## src/rtl/mips_controller_pkg.sv

```systemverilog
// Shared types and encodings for the multicycle MIPS control unit:
// state enum, opcode/funct constants, ALU codes and mux select encodings.
package mips_ctrl_pkg;

  typedef enum logic [3:0] {
    S_FETCH1  = 4'd0,
    S_FETCH2  = 4'd1,
    S_FETCH3  = 4'd2,
    S_FETCH4  = 4'd3,
    S_DECODE  = 4'd4,
    S_MEMADR  = 4'd5,
    S_LBRD    = 4'd6,
    S_LBWR    = 4'd7,
    S_SBWR    = 4'd8,
    S_RTYPEEX = 4'd9,
    S_RTYPEWR = 4'd10,
    S_BEQEX   = 4'd11,
    S_JEX     = 4'd12
  } state_e;

  localparam logic [5:0] OP_LB    = 6'b100000;
  localparam logic [5:0] OP_SB    = 6'b101000;
  localparam logic [5:0] OP_RTYPE = 6'b000000;
  localparam logic [5:0] OP_BEQ   = 6'b000100;
  localparam logic [5:0] OP_J     = 6'b000010;

  localparam logic [5:0] FN_ADD = 6'b100000;
  localparam logic [5:0] FN_SUB = 6'b100010;
  localparam logic [5:0] FN_AND = 6'b100100;
  localparam logic [5:0] FN_OR  = 6'b100101;
  localparam logic [5:0] FN_SLT = 6'b101010;

  localparam logic [2:0] ALU_ADD   = 3'b010;
  localparam logic [2:0] ALU_SUB   = 3'b110;
  localparam logic [2:0] ALU_AND   = 3'b000;
  localparam logic [2:0] ALU_OR    = 3'b001;
  localparam logic [2:0] ALU_SLT   = 3'b111;
  localparam logic [2:0] ALU_UNDEF = 3'b101;

  localparam logic [1:0] ALUOP_ADD   = 2'b00;
  localparam logic [1:0] ALUOP_SUB   = 2'b01;
  localparam logic [1:0] ALUOP_FUNCT = 2'b10;

  localparam logic [1:0] PCSRC_ALU    = 2'b00;
  localparam logic [1:0] PCSRC_ALUOUT = 2'b01;
  localparam logic [1:0] PCSRC_JUMP   = 2'b10;

  localparam logic [1:0] SRCB_B    = 2'b00;
  localparam logic [1:0] SRCB_ONE  = 2'b01;
  localparam logic [1:0] SRCB_IMM  = 2'b10;
  localparam logic [1:0] SRCB_IMM2 = 2'b11;

  typedef struct packed {
    logic       memread;
    logic       memwrite;
    logic       alusrca;
    logic       memtoreg;
    logic       iord;
    logic       regwrite;
    logic       regdst;
    logic       pcwrite;
    logic       branch;
    logic [1:0] pcsource;
    logic [1:0] alusrcb;
    logic [3:0] irwrite;
    logic [1:0] aluop;
  } ctrl_t;

  // Moore output word for each state; unused encodings decode to all zeros.
  function automatic ctrl_t ctrl_decode(state_e s);
    ctrl_t c;
    c = '0;
    case (s)
      S_FETCH1, S_FETCH2, S_FETCH3, S_FETCH4: begin
        c.memread = 1'b1;
        c.alusrcb = SRCB_ONE;
        c.pcwrite = 1'b1;
        c.irwrite = 4'b0001 << s[1:0];
      end
      S_DECODE:  c.alusrcb = SRCB_IMM2;
      S_MEMADR:  begin c.alusrca = 1'b1; c.alusrcb = SRCB_IMM; end
      S_LBRD:    begin c.memread = 1'b1; c.iord = 1'b1; end
      S_LBWR:    begin c.regwrite = 1'b1; c.memtoreg = 1'b1; end
      S_SBWR:    begin c.memwrite = 1'b1; c.iord = 1'b1; end
      S_RTYPEEX: begin c.alusrca = 1'b1; c.aluop = ALUOP_FUNCT; end
      S_RTYPEWR: begin c.regdst = 1'b1; c.regwrite = 1'b1; end
      S_BEQEX: begin
        c.alusrca  = 1'b1;
        c.aluop    = ALUOP_SUB;
        c.branch   = 1'b1;
        c.pcsource = PCSRC_ALUOUT;
      end
      S_JEX:     begin c.pcwrite = 1'b1; c.pcsource = PCSRC_JUMP; end
      default:   c = '0;
    endcase
    return c;
  endfunction

endpackage

```

## src/rtl/mips_controller_if.sv

```systemverilog
// Control bundle between the MIPS controller (master) and the datapath (slave).
interface mips_controller_if;
  logic [5:0] op;
  logic [5:0] funct;
  logic       zero;
  logic       memread;
  logic       memwrite;
  logic       alusrca;
  logic       memtoreg;
  logic       iord;
  logic       pcen;
  logic       regwrite;
  logic       regdst;
  logic [1:0] pcsource;
  logic [1:0] alusrcb;
  logic [3:0] irwrite;
  logic [2:0] alucontrol;

  modport master (
    input  op, funct, zero,
    output memread, memwrite, alusrca, memtoreg, iord, pcen, regwrite,
           regdst, pcsource, alusrcb, irwrite, alucontrol
  );

  modport slave (
    output op, funct, zero,
    input  memread, memwrite, alusrca, memtoreg, iord, pcen, regwrite,
           regdst, pcsource, alusrcb, irwrite, alucontrol
  );
endinterface

```

## src/rtl/mips_controller_aludec.sv

```systemverilog
// ALU decoder: maps aluop and the R-type funct field onto an ALU operation code.
module mips_aludec
  import mips_ctrl_pkg::*;
(
  input  logic [1:0] aluop_i,
  input  logic [5:0] funct_i,
  output logic [2:0] alucontrol_o
);

  always_comb begin
    alucontrol_o = ALU_ADD;
    case (aluop_i)
      ALUOP_SUB: alucontrol_o = ALU_SUB;
      ALUOP_FUNCT: begin
        case (funct_i)
          FN_ADD:  alucontrol_o = ALU_ADD;
          FN_SUB:  alucontrol_o = ALU_SUB;
          FN_AND:  alucontrol_o = ALU_AND;
          FN_OR:   alucontrol_o = ALU_OR;
          FN_SLT:  alucontrol_o = ALU_SLT;
          default: alucontrol_o = ALU_UNDEF;
        endcase
      end
      default: alucontrol_o = ALU_ADD;
    endcase
  end

endmodule

```

## src/rtl/mips_controller.sv

```systemverilog
// Multicycle MIPS control FSM: byte-wide fetch sequencing, opcode dispatch,
// Moore control word, PC enable and ALU decode.
module mips_controller
  import mips_ctrl_pkg::*;
(
  input  logic              clk,
  input  logic              reset,
  mips_controller_if.master bus
);

  state_e state_q, state_d;
  ctrl_t  ctrl;

  always_comb begin
    state_d = S_FETCH1;
    case (state_q)
      S_FETCH1:  state_d = S_FETCH2;
      S_FETCH2:  state_d = S_FETCH3;
      S_FETCH3:  state_d = S_FETCH4;
      S_FETCH4:  state_d = S_DECODE;
      S_DECODE: begin
        case (bus.op)
          OP_LB, OP_SB: state_d = S_MEMADR;
          OP_RTYPE:     state_d = S_RTYPEEX;
          OP_BEQ:       state_d = S_BEQEX;
          OP_J:         state_d = S_JEX;
          default:      state_d = S_FETCH1;
        endcase
      end
      S_MEMADR:  state_d = (bus.op == OP_LB) ? S_LBRD : S_SBWR;
      S_LBRD:    state_d = S_LBWR;
      S_RTYPEEX: state_d = S_RTYPEWR;
      default:   state_d = S_FETCH1;
    endcase
  end

  always_ff @(posedge clk) begin
    if (reset) state_q <= S_FETCH1;
    else       state_q <= state_d;
  end

  assign ctrl = ctrl_decode(state_q);

  // Strobes that change architectural state are held off while reset is high.
  assign bus.memread  = ctrl.memread  & ~reset;
  assign bus.memwrite = ctrl.memwrite & ~reset;
  assign bus.regwrite = ctrl.regwrite & ~reset;
  assign bus.irwrite  = ctrl.irwrite  & {4{~reset}};
  assign bus.pcen     = ~reset & (ctrl.pcwrite | (ctrl.branch & bus.zero));

  assign bus.alusrca  = ctrl.alusrca;
  assign bus.memtoreg = ctrl.memtoreg;
  assign bus.iord     = ctrl.iord;
  assign bus.regdst   = ctrl.regdst;
  assign bus.pcsource = ctrl.pcsource;
  assign bus.alusrcb  = ctrl.alusrcb;

  mips_aludec u_aludec (
    .aluop_i      (ctrl.aluop),
    .funct_i      (bus.funct),
    .alucontrol_o (bus.alucontrol)
  );

endmodule

```

## src/flat_wrapper.sv

```systemverilog
// flat-port wrapper written by rule: the top's interface ports become plain ports
module mips_controller_flat import mips_ctrl_pkg::*;
  (clk, reset, bus_op, bus_funct, bus_zero, bus_memread, bus_memwrite, bus_alusrca, bus_memtoreg, bus_iord, bus_pcen, bus_regwrite, bus_regdst, bus_pcsource, bus_alusrcb, bus_irwrite, bus_alucontrol);
  mips_controller_if bus_i ();
  input  logic clk;
  input  logic reset;
  input wire logic [$bits(bus_i.op)-1:0] bus_op;
  input wire logic [$bits(bus_i.funct)-1:0] bus_funct;
  input wire logic [$bits(bus_i.zero)-1:0] bus_zero;
  output wire logic [$bits(bus_i.memread)-1:0] bus_memread;
  output wire logic [$bits(bus_i.memwrite)-1:0] bus_memwrite;
  output wire logic [$bits(bus_i.alusrca)-1:0] bus_alusrca;
  output wire logic [$bits(bus_i.memtoreg)-1:0] bus_memtoreg;
  output wire logic [$bits(bus_i.iord)-1:0] bus_iord;
  output wire logic [$bits(bus_i.pcen)-1:0] bus_pcen;
  output wire logic [$bits(bus_i.regwrite)-1:0] bus_regwrite;
  output wire logic [$bits(bus_i.regdst)-1:0] bus_regdst;
  output wire logic [$bits(bus_i.pcsource)-1:0] bus_pcsource;
  output wire logic [$bits(bus_i.alusrcb)-1:0] bus_alusrcb;
  output wire logic [$bits(bus_i.irwrite)-1:0] bus_irwrite;
  output wire logic [$bits(bus_i.alucontrol)-1:0] bus_alucontrol;
  assign bus_i.op = bus_op;
  assign bus_i.funct = bus_funct;
  assign bus_i.zero = bus_zero;
  assign bus_memread = bus_i.memread;
  assign bus_memwrite = bus_i.memwrite;
  assign bus_alusrca = bus_i.alusrca;
  assign bus_memtoreg = bus_i.memtoreg;
  assign bus_iord = bus_i.iord;
  assign bus_pcen = bus_i.pcen;
  assign bus_regwrite = bus_i.regwrite;
  assign bus_regdst = bus_i.regdst;
  assign bus_pcsource = bus_i.pcsource;
  assign bus_alusrcb = bus_i.alusrcb;
  assign bus_irwrite = bus_i.irwrite;
  assign bus_alucontrol = bus_i.alucontrol;
  mips_controller u_core (.clk(clk), .reset(reset), .bus(bus_i));
endmodule
```

## config.mk

```make
export PLATFORM = sky130hd
export DESIGN_NAME = mips_controller_flat
export DESIGN_NICKNAME = d
export VERILOG_FILES = /design/src/rtl/mips_controller_pkg.sv /design/src/rtl/mips_controller_if.sv /design/src/rtl/mips_controller_aludec.sv /design/src/rtl/mips_controller.sv /design/src/flat_wrapper.sv
export SDC_FILE = /design/constraint.sdc
export NUM_CORES = 1
export LEC_CHECK = 0
export BUFFER_PORTS_ARGS = -buffer_cell sky130_fd_sc_hd__buf_2
export CORE_MARGIN = 2
export CORE_UTILIZATION = 45
export DETAILED_ROUTE_END_ITERATION = 12
export HOLD_SLACK_MARGIN = 0.06
export PLACE_DENSITY = 0.82
export SLEW_MARGIN = 20
export SYNTH_ARGS = -nofsm -noshare
export SYNTH_HDL_FRONTEND = slang
export SYNTH_SLANG_ARGS = --single-unit
```

## constraint.sdc

```tcl
create_clock -name clk -period 2.6 [get_ports clk]
set_input_delay 0.52 -clock clk [delete_from_list [all_inputs] [get_ports clk]]
set_output_delay 0.52 -clock clk [all_outputs]
set_load 0.005 [all_outputs]
```

==> metrics.cfg <==
[run]
maxCapViolCount = 0

[sta]
maxSlewViolCount = 0
worst_slew_pin_slew_ns = 0.473
setup_tns_ns = 0
maxSlewHeadroom_pct = 68.4
skew_ns = 0.00254
fmax_ghz = 0.427
setup_violations = 0
grt_setup_unrepaired = false
hold_viol = 0
fin_crit_sh_pct = 90.0
finalCriticalPeriod_ns = 2.34

[die]
die_x_microns = 40.3
ios = 34
fp.dieH_microns = 40.3
start_util_pct = 46.7
core_area_sq_um = 1270
dieArea_sq_um = 1620
std_cell_rows = 13

[global_route]
grt_pass1_vias = 564
antenna_found_initial = 0
grt_max_degree = 18
grt.total_usage_pct = 21.6
grt_pass1_wl_microns = 2390
overflow = 0

[route]
wirelength_microns = 1600
ant_nets = 0
firstDrtPassIters = 4
viasPerCell = 5.54
wl_per_cell_microns = 11.9
num_vias = 748
drcViolationCount = 0
dr.first_iter.drc_count = 19

[power_and_ir_drop]
comb_power_share_pct = 30.0
p_sw_share_pct = 32.3
powerDensity_nw_per_um2 = 281
ir_drop_uv = 269
sequentialPowerShare_pct = 35.5
p_sw_mw = 0.0708
p_total_mw = 0.220
pwr-share-clk_pct = 34.5
p_leak_nw = 0.356
p_int_mw = 0.149

[worst_setup_path]
criticalPathCategory = reg -> out
max_stage_delay_ns = 0.60
crit_chain = nand2_1, nor2_1, inv_1, ha_1, o41ai_1, a21oi_1, buf_2
end_kind = output pin
cp_max_fo = 15
reg2regPathDepth = 4
path_depth = 7
crit_buf_inv = 2
crit_family = flip-flops
crit_arrival_ns = 1.82
worstSetupStartpointType = flip-flop
critPathSlowestCell = dfxtp_1
critPathRequiredTime_ns = 2.08

[final_layout]
reg_top3 = u_core.state_q: 4 flops
final_cell_mix = buf_2, nor2_1, a21oi_1
final_nets = 139
final_common_cell = buf_2
regMostFlops = u_core.state_q
largest_register_ffs = 4
finalInstanceArea_sq_um = 781
final_layout_size_suffix_gt1_share_pct = 35.0
postLayoutCoreUtil_pct = 61.5
synthToLayoutAreaGrowth_pct = 31.6
n_antenna_cell = 0
nFillCells = 123

[clocking]
cts_max_path_buffers = 2
cts_resized = 0
cts_buffers = 3
post_cts_buffers = 0
htreeDepth = 1
clk_latency_ns = 0.23
hold_buffers = 0
clkTransAtPathRegs_ns = 0.04
cts_tree = yes
cts_root_buf = clkbuf_4
cts_num_sinks = 4

[yosys]
seq_area_frac_synth_pct = 13.5
yosysTopAreaCellShare_pct = 13.5
ys_seq_elements = 4
ys_types = 35
syn_avg_cell_area_sq_um = 6.74
syn_inst = 88
synth_top_area_cell = dfxtp_1
syn-num-nets = 105
synth_area_leaders = dfxtp_1, nor2_1, nand2b_1, a21oi_1, or3b_1
yosysWarnings = 0
syn_area_sq_um = 593

[outcome]
status = completed

[worst_hold_path]
hold_depth = 3
min_path_type = in -> reg

[place]
portBuffers = 33
routabilityCongestion = 0.811
hpwl_microns = 1250
placed_cell_area_sq_um = 758

layer usage:
metal | part of all wire (%) | track usage, %
met1 | 44 | 27.5
met2 | 50 | 37.9
met3 | 5.7 | 5.00
met4 | 0 | 2.50
met5 | 0 | 0
cells in the mapped netlist (all sizes together):
cell	count
nor2	17
a21oi	11
nand2b	9
dfxtp	4
inv	4
nor2b	4
buf	3
nand2	3
or3b	3
a211oi	2
a31oi	2
and2b	2
ha	2
nand3	2
nand3b	2
nor3	2
o21bai	2
or3	2
a21boi	1
a21o	1
a2bb2oi	1
a32oi	1
and3	1
clkbuf	1
nand4b	1
nor3b	1
nor4	1
o21a	1
o22ai	1
o41ai	1
stage by stage:
stage          worst slack, ns  cells  hold WS [ns]
3_3_place_gp             0.534    132         0.694
4_1_cts                  0.256    135         0.623
2_1_floorplan            0.747     88         0.647
5_1_grt                 0.0948    135         0.642
6_report                 0.259    135         0.628
3_5_place_dp             0.510    132         0.708
worst min-delay path, stage by stage:
cell     delay [ns]
buf_2          0.11
or3b_1         0.11
a21oi_1        0.06
logic make-up after synthesis:
logic type                 count (synthesis)  share of synthesized area [%]
and+or+nand+nor                           50                           50.0
AOI/OAI and AO/OA                         24                           26.6
buffers and inverters                      8                           5.69
DFF                                        4                           13.5
adders and majority gates                  2                           4.22
cell type report:
class	instances	area, sq um	share of cell area (%)
sequential	4	80.1	10.3
tap	15	18.8	2.40
clock buffer	3	22.5	2.88
inverter	4	15.0	1.92
multi-input combinational	76	479	61.4
timing repair buffer	33	165	21.2
worst paths after layout:
path / start / to / slack, ns
setup / recovery: u_core.state_q[0]$_SDFF_PP0_ / bus_alucontrol[2] / 0.26
hold / removal: bus_op[1] / u_core.state_q[1]$_SDFF_PP0_ / 0.63
setup reg to reg: u_core.state_q[2]$_SDFF_PP0_ / u_core.state_q[1]$_SDFF_PP0_ / 0.98
hold reg to reg: u_core.state_q[3]$_SDFF_PP0_ / u_core.state_q[2]$_SDFF_PP0_ / 0.73
power by group through the flow:
stage	clock [mW]	combinational, mW	sequential [mW]
after CTS	0.0783	0.0655	0.0775
after global routing	0.0831	0.0734	0.0795
final	0.0757	0.0659	0.0780
after floorplan	0	0.0457	0.0694
after detailed placement	0	0.0653	0.0784
after global placement	0	0.0631	0.0780
Note: power is estimated with default switching activity, not from simulation.
